--- src/rtl/mac_accumulator.sv ---
// Per-lane accumulator behind the dual-lane partial-sum adder. It sums a programmed
// number of beats, then presents either both lanes or their reduced sum.
module mac_accumulator #(
    parameter int LEN_W = 8,
    parameter bit SAT   = 1'b1
) (
    input  logic             clk_i,
    input  logic             rst_i,
    input  logic             start_i,
    input  logic [LEN_W-1:0] len_i,
    input  logic             reduce_i,
    input  logic [63:0]      sums_i,
    input  logic             sums_valid_i,
    output logic             sums_ready_o,
    output logic [63:0]      res_o,
    output logic             res_valid_o,
    input  logic             res_ready_i,
    output logic             busy_o,
    output logic [1:0]       ovf_o
);

    // Handshakes: a beat moves when sums_valid_i & sums_ready_o are both high at
    // a rising edge; the result is taken when res_valid_o & res_ready_i are high.
    typedef enum logic [1:0] {IDLE, ACC, DONE} state_t;

    state_t           state_q, state_d;
    logic [31:0]      acc0_q, acc1_q;
    logic [LEN_W-1:0] cnt_q;
    logic             reduce_q;

    logic             beat, last_beat;
    logic [32:0]      sum0, sum1, red;

    // Returns {overflow, result}; the 33-bit sum's top bit gives the true sign.
    function automatic logic [32:0] add_lane(input logic [31:0] a, input logic [31:0] b);
        logic [32:0] s;
        s = {a[31], a} + {b[31], b};
        if (s[32] != s[31]) begin
            if (SAT) add_lane = {1'b1, (s[32] ? 32'h8000_0000 : 32'h7FFF_FFFF)};
            else     add_lane = {1'b1, s[31:0]};
        end else begin
            add_lane = {1'b0, s[31:0]};
        end
    endfunction

    always_comb begin
        beat      = (state_q == ACC) && sums_valid_i;
        last_beat = beat && (cnt_q == LEN_W'(1));
        sum0      = add_lane(acc0_q, sums_i[31:0]);
        sum1      = add_lane(acc1_q, sums_i[63:32]);
        // Reduction sees the final accumulator values, including the last beat.
        red       = add_lane(sum0[31:0], sum1[31:0]);
    end

    always_comb begin
        state_d      = state_q;
        sums_ready_o = 1'b0;
        busy_o       = (state_q != IDLE);
        case (state_q)
            IDLE: if (start_i) state_d = (len_i == '0) ? DONE : ACC;
            ACC: begin
                sums_ready_o = 1'b1;
                if (last_beat) state_d = DONE;
            end
            DONE: if (res_ready_i) state_d = IDLE;
            default: state_d = IDLE;
        endcase
    end

    always_ff @(posedge clk_i or posedge rst_i) begin
        if (rst_i) begin
            state_q     <= IDLE;
            acc0_q      <= '0;
            acc1_q      <= '0;
            cnt_q       <= '0;
            reduce_q    <= 1'b0;
            res_o       <= '0;
            res_valid_o <= 1'b0;
            ovf_o       <= 2'b00;
        end else begin
            state_q <= state_d;
            case (state_q)
                IDLE: begin
                    if (start_i) begin
                        acc0_q   <= '0;
                        acc1_q   <= '0;
                        ovf_o    <= 2'b00;
                        cnt_q    <= len_i;
                        reduce_q <= reduce_i;
                        if (len_i == '0) begin
                            res_o       <= '0;
                            res_valid_o <= 1'b1;
                        end
                    end
                end
                ACC: begin
                    if (beat) begin
                        acc0_q <= sum0[31:0];
                        acc1_q <= sum1[31:0];
                        cnt_q  <= cnt_q - 1'b1;
                        ovf_o  <= ovf_o | {sum1[32], sum0[32] | (last_beat & reduce_q & red[32])};
                        if (last_beat) begin
                            res_valid_o <= 1'b1;
                            if (reduce_q) res_o <= {{32{red[31]}}, red[31:0]};
                            else          res_o <= {sum1[31:0], sum0[31:0]};
                        end
                    end
                end
                DONE: if (res_ready_i) res_valid_o <= 1'b0;
                default: ;
            endcase
        end
    end

endmodule

--- config.mk ---
export PLATFORM = sky130hd
export DESIGN_NAME = mac_accumulator
export DESIGN_NICKNAME = d
export VERILOG_FILES = /design/src/rtl/mac_accumulator.sv
export SDC_FILE = /design/constraint.sdc
export NUM_CORES = 1
export LEC_CHECK = 0
export CAP_MARGIN = 20
export CORE_ASPECT_RATIO = 1.5
export CORE_UTILIZATION = 49
export CTS_BUF_LIST = sky130_fd_sc_hd__clkbuf_8
export DETAILED_ROUTE_END_ITERATION = 8
export GPL_TIMING_DRIVEN = 0
export PLACE_DENSITY_LB_ADDON = 0.1
export SYNTH_ARGS = -nofsm -noshare
export SYNTH_HDL_FRONTEND = slang
export SYNTH_SLANG_ARGS = --single-unit
--- constraint.sdc ---
create_clock -name clk_i -period 11.96 [get_ports clk_i]
set_input_delay 3.588 -clock clk_i [delete_from_list [all_inputs] [get_ports clk_i]]
set_output_delay 3.588 -clock clk_i [all_outputs]
set_load 0.01 [all_outputs]
==> impl_metrics.tcl, run 1 <==
set metrics [dict create \
    max-clock-path-buffers 2 \
    routed-via-count 11500 \
    insertedDiodeCount 0 \
    fillers 2225 \
    numCtsBuffers 17 \
    clk_latency_ns 0.48 \
    dp_hpwl_um 31700 \
    htree_levels 4 \
    syn-num-nets 1614 \
    hp-class "reg2reg" \
    post-cts-setup-buffer-count 0 \
    yosys.area.top_type "dfrtp_1" \
    grt-ovfl-total 0 \
    row_count 68 \
    max_freq_mhz 86.0 \
    finClkSkew_ns 0.0112 \
    max-cap-violations 0 \
    drtIter0Drc 519 \
    slew_headroom 0.369 \
    worst_slack_ns 0.335 \
    grt_pass1_vias 11600 \
    post_synth_main_area_contributors "dfrtp_1 (30%), ha_1 (11%), nand2_1 (6.9%), a21oi_1 (6.7%), o21ai_0 (4.0%)" \
    syn-cell-area_um2 11700 \
    die_w_um 128 \
    drc 0 \
    drv_slew 0 \
    yosysTopAreaCellShare 0.305 \
    place_congestion 0.940 \
    netlist_instances 1431 \
    reg2reg_slack_ns 3.44 \
    yosys_warnings 0 \
    rsz0062_at_grt "false" \
    grt_usage 0.331 \
    synthArstFlopShare 1.00 \
    syn2layout_area_growth_pct 20.4 \
    cp.arrival_ns 12.04 \
    post_drt_wl_per_cell_um 20.5 \
    cp_max_fo 10 \
    synth_common_cells "nand2_1 (214), a21oi_1 (157), dfrtp_1 (142), nor2_1 (103), ha_1 (102)" \
    ant_nets 0 \
    layout-drive-gt1-share 0.0597 \
    clk_pin_slew_ns 0.08 \
    cp_slowest_cell "o41ai_2" \
    tightest_slew_ns 0.946 \
    seq_area_frac_synth 0.305 \
    multi_input_area_um2 7690 \
    initial_core_util 0.502 \
    io_pins 147 \
    chipHeight_um 191 \
    yosys.cell_count.top_type "nand2_1" \
    nets 1779 \
    period_share 0.972 \
    synth_edf_count 0 \
    die_area_um2 24400 \
    ys.flop_type "dfrtp_1" \
    cp_common_cell "a21oi_1" \
    outcome "completed" \
    grt_max_degree 98 \
    worstPathRequired_ns 12.38 \
    cts_tree "yes" \
    synth_cell_types 76 \
    fin_crit_ns 11.62 \
    cts_root_buf "clkbuf_8" \
    drt-total-wl_um 39400 \
    ys_ff_latch 142 \
    cp-end-kind "flip-flop" \
    crit_type "in2reg" \
    register_area_um2 3550 \
    cp_slowest_stage_delay_ns 0.58 \
    clock_sinks 142 \
    portBuffers 146 \
    design.core.area_um2 23200 \
    vias_per_cell 5.99 \
    first_pass_iters 5 \
    hold_viol_final 0 \
    antenna_found_initial 0 \
    grt_pass1_wl_um 61300 \
    post-place-ws_ns -1.10 \
    setup_violations 0 \
    critPathLaunchType "primary input" \
    syn_avg_cell_area_um2 8.15 \
]
[sequential cells by signal, indices dropped and copies added, names as in the netlist]
name,count
res_valid_o,1
ovf_o,2
res_o,64
reduce_q,1
cnt_q,8
acc1_q,32
acc0_q,32
state_q,2
[path summary, 6_finish.rpt]
path,startpoint,endpoint,cells after the start
max,sums_i[6],res_o[63],33
min,res_o[1],res_o[1],2
max reg2reg,acc0_q[6],res_o[63],32
min reg2reg,res_o[1],res_o[1],2
max in group asynchronous,rst_i,acc0_q[23],3
min in group asynchronous,rst_i,res_o[40],2
[per-stage QoR]
stage          cell area [um2]  cells  utilization  hold slack (ns)  setup TNS (ns)
2_1_floorplan            11700   1431            -            0.453               0
5_1_grt                  14000   1923        0.605            0.509               0
3_5_place_dp             13500   1893        0.583            0.465          -38.26
6_report                 14000   1923        0.605            0.476               0
4_1_cts                  14000   1924        0.604            0.482               0
3_3_place_gp             13500   1892        0.582            0.461          -37.15
[worst max-delay path, delay by kind of cell]
| family | cells | cell delay [ns] |
|---|---|---|
| AOI/OAI and AO/OA | 19 | 4.76 |
| xor gates and xnor gates | 2 | 0.37 |
| adders and majority gates | 4 | 1.10 |
| buffers and inverters | 6 | 2.03 |
| and+or+nand+nor | 2 | 0.19 |
[per-layer routing]
metal	wire length [um]	up-vias	GRT usage
met5	0	-	0
met4	1990	0	0.176
met3	1550	106	0.0372
met2	20300	364	0.606
met1	15500	5529	0.374
li1	-	5524	-
[layout make-up]
| class | instances | area share |
|---|---|---|
| Buffer | 67 | 0.0214 |
| Clock buffer | 20 | 0.0196 |
| Clock inverter | 11 | 0.0134 |
| Inverter | 38 | 0.0105 |
| Multi-Input combinational cell | 1183 | 0.548 |
| Sequential cell | 142 | 0.253 |
| Tap cell | 315 | 0.0281 |
| Timing Repair Buffer | 147 | 0.106 |
[timing repair]
action | CTS | global route
hold endpoints to repair | 0 | 0
endpoints found under the setup margin | 45 | 22
resized for setup | 4 | 5
pin swaps | 0 | 0
hold buffers | 0 | 0
[logic make-up after synthesis]
group,Yosys count,synth area share
AO/OA/AOI/OAI,513,0.291
XOR/XNOR,82,0.0616
adder cells (fa/ha/maj),105,0.115
buffers and inverters,106,0.0381
flip-flops,142,0.305
multiplexers,4,0.00494
AND/OR/NAND/NOR,479,0.185
[cells in the final DEF (no fill, tap or decap), types with 43 or more instances in the layout]
cell and instances:
ha_1 101, clkdlybuf4s50_1 146, clkbuf_1 46, xnor2_1 43, a21o_1 53, nand2_1 214, dfrtp_1 142, nor2_1 103
o21ai_0 94, a21oi_1 157
Power of run 1 is not shown: default switching activity piles up to over one toggle a cycle in this logic, so the estimate is an artifact.
==> run 2, diff against run 1 <==
==> constraint.sdc (replaced) <==
create_clock -name clk_i -period 11.96 [get_ports clk_i]
set_input_delay 1.794 -clock clk_i [delete_from_list [all_inputs] [get_ports clk_i]]
set_output_delay 1.794 -clock clk_i [all_outputs]
set_load 0.01 [all_outputs]
==> run 2 against run 1 <==
Net effect:
- cell area shrank 0.21%
- maximum frequency grew 7.5%
- critical path type unchanged
- global-route usage is essentially flat
- non-clock buffer count grew 1
- highest routed layer unchanged
- cell count is essentially flat
- first-iteration DRC count grew 8.9%
- largest cell class unchanged
- sequential share of layout area grew 0.054 points
- worst hold slack gained 0.00062 ns
- clock-buffer cell count is the same
- setup slack gained 0.82 ns
- register-to-register slack lost 0.90 ns
==> impl_metrics.tcl, run 2 (synthesized netlist as in run 1, its figures left out) <==
set metrics [dict create \
    outcome "completed" \
    max-clock-path-buffers 2 \
    die_area_um2 24400 \
    reg2reg_from "acc0_q[12]" \
    largest_register_ffs 64 \
    cp_max_fo 10 \
    hold_viol_final 0 \
    drt-total-wl_um 39400 \
    io_pins 147 \
    nets 1780 \
    critPathLaunchType "primary input" \
    row_count 68 \
    design.core.area_um2 23200 \
    routed-via-count 11500 \
    dp.cells 1893 \
    cp_common_cell "ha_1" \
    dp_hpwl_um 31700 \
    cp-end-kind "flip-flop" \
    min_to "res_o[1]" \
    place_congestion 0.940 \
    fin_cells 1924 \
    layout_common_cells "nand2_1 (214), a21oi_1 (157), clkdlybuf4s50_1 (146), dfrtp_1 (142), nor2_1 (103)" \
    holdBufCountCts 0 \
    grt-ovfl-total 0 \
    grt_usage 0.331 \
    grt_pass1_wl_um 61200 \
    cts_root_buf "clkbuf_8" \
    post-route-util 0.603 \
    min_from "res_o[1]" \
    multi_input_area_um2 7660 \
    grt_pass1_vias 11500 \
    period_share 0.904 \
    die_w_um 128 \
    drtIter0Drc 565 \
    insertedDiodeCount 0 \
    syn2layout_area_growth_pct 20.2 \
    cp.arrival_ns 11.22 \
    grt_max_degree 98 \
    worstPathRequired_ns 12.37 \
    whs_ns 0.477 \
    htree_levels 4 \
    totalNegativeSetupSlack_ns 0 \
    clock_sinks 142 \
    fillers 2232 \
    max_freq_mhz 92.5 \
    postCtsResizedCells 0 \
    register_area_um2 3550 \
    portBuffers 146 \
    finClkSkew_ns 0.0115 \
    cp_slowest_cell "a2111oi_0" \
    reg2reg_depth 32 \
    chipHeight_um 191 \
    ant_nets 0 \
    reg2reg_slack_ns 2.54 \
    reg_top3 "res_o (64), acc0_q (32), acc1_q (32)" \
    antenna_found_initial 0 \
    hp-class "reg2reg" \
    critPathBufInv 6 \
    cp_slowest_stage_delay_ns 0.79 \
    vias_per_cell 5.97 \
    initial_core_util 0.502 \
    timing.rr.end "res_o[1]" \
    drv_slew 0 \
    tightest_slew_ns 0.941 \
    post_drt_wl_per_cell_um 20.5 \
    first_pass_iters 5 \
    drc 0 \
    slew_headroom 0.373 \
    rsz0062_at_grt "false" \
    crit_type "in2reg" \
    clk_pin_slew_ns 0.08 \
    layout-drive-gt1-share 0.0559 \
    hold_depth 2 \
    max-cap-violations 0 \
    setup_violations 0 \
    post-cts-setup-buffer-count 0 \
    cts_tree "yes" \
    clk_latency_ns 0.48 \
    crit_family "compound AO/OA/AOI/OAI gates" \
    fin_crit_ns 10.81 \
    layout.cells.most_common "nand2_1" \
    top_register "res_o" \
    numCtsBuffers 17 \
]
==> run 2: tightest hold or removal path: cells and delay by family (launching register included) <==
kind / cells / cell delay, ns
simple gates: 2 / 0.10
flops: 1 / 0.35
==> run 2: layer usage <==
metal	routed length, um	vias up	track usage
met4	1930	0	0.178
li1	-	5520	-
met2	20300	388	0.605
met5	0	-	0
met3	1690	104	0.0372
met1	15500	5479	0.372
==> run 2: cell type report <==
class	instances	area share
buffer	68	0.0215
clock buffer	20	0.0196
clock inverter	11	0.0134
inverter	38	0.0105
multi-input combinational	1183	0.547
sequential	142	0.254
tap	315	0.0281
timing repair buffer	147	0.106
==> run 2: how the worst max path moves through the flow <==
stage / start / end / slack [ns] / depth (start not counted)
2_1_floorplan: sums_i[10] / res_o[13] / 3.59 / 32
4_1_cts: sums_i[1] / res_o[1] / 1.16 / 33
3_3_place_gp: sums_i[12] / res_o[1] / 0.76 / 33
5_1_grt: sums_i[1] / res_o[1] / 0.65 / 33
3_5_place_dp: sums_i[1] / res_o[1] / 0.70 / 33
6_report: sums_i[1] / res_o[1] / 1.15 / 33
==> run 2: stage by stage <==
stage / instance area (um2) / setup WS [ns]
floorplan: 11700 / 3.59
global placement: 13500 / 0.757
detailed placement: 13500 / 0.697
CTS: 14000 / 1.16
global route: 14000 / 0.651
finish: 14000 / 1.15
Power of run 2 is left out for the same reason.
==> run 3, diff against run 2 <==
--- a/config.mk
+++ b/config.mk
@@ -12,6 +12,7 @@
 export DETAILED_ROUTE_END_ITERATION = 8
 export GPL_TIMING_DRIVEN = 0
 export PLACE_DENSITY_LB_ADDON = 0.1
+export SKIP_CTS_REPAIR_TIMING = 1
 export SYNTH_ARGS = -nofsm -noshare
 export SYNTH_HDL_FRONTEND = slang
 export SYNTH_SLANG_ARGS = --single-unit
==> constraint.sdc (replaced) <==
create_clock -name clk_i -period 11.96 [get_ports clk_i]
set_input_delay 2.392 -clock clk_i [delete_from_list [all_inputs] [get_ports clk_i]]
set_output_delay 2.392 -clock clk_i [all_outputs]
set_load 0.01 [all_outputs]
==> results of run 3 <==
The final DEF is identical to that of run 2. Status: completed.
Main changes from that run: setup slack after placement 0.697 ns -> 0.0993 ns; setup slack after layout 1.15 ns -> 0.552 ns
Power of run 3 is left out for the same reason.
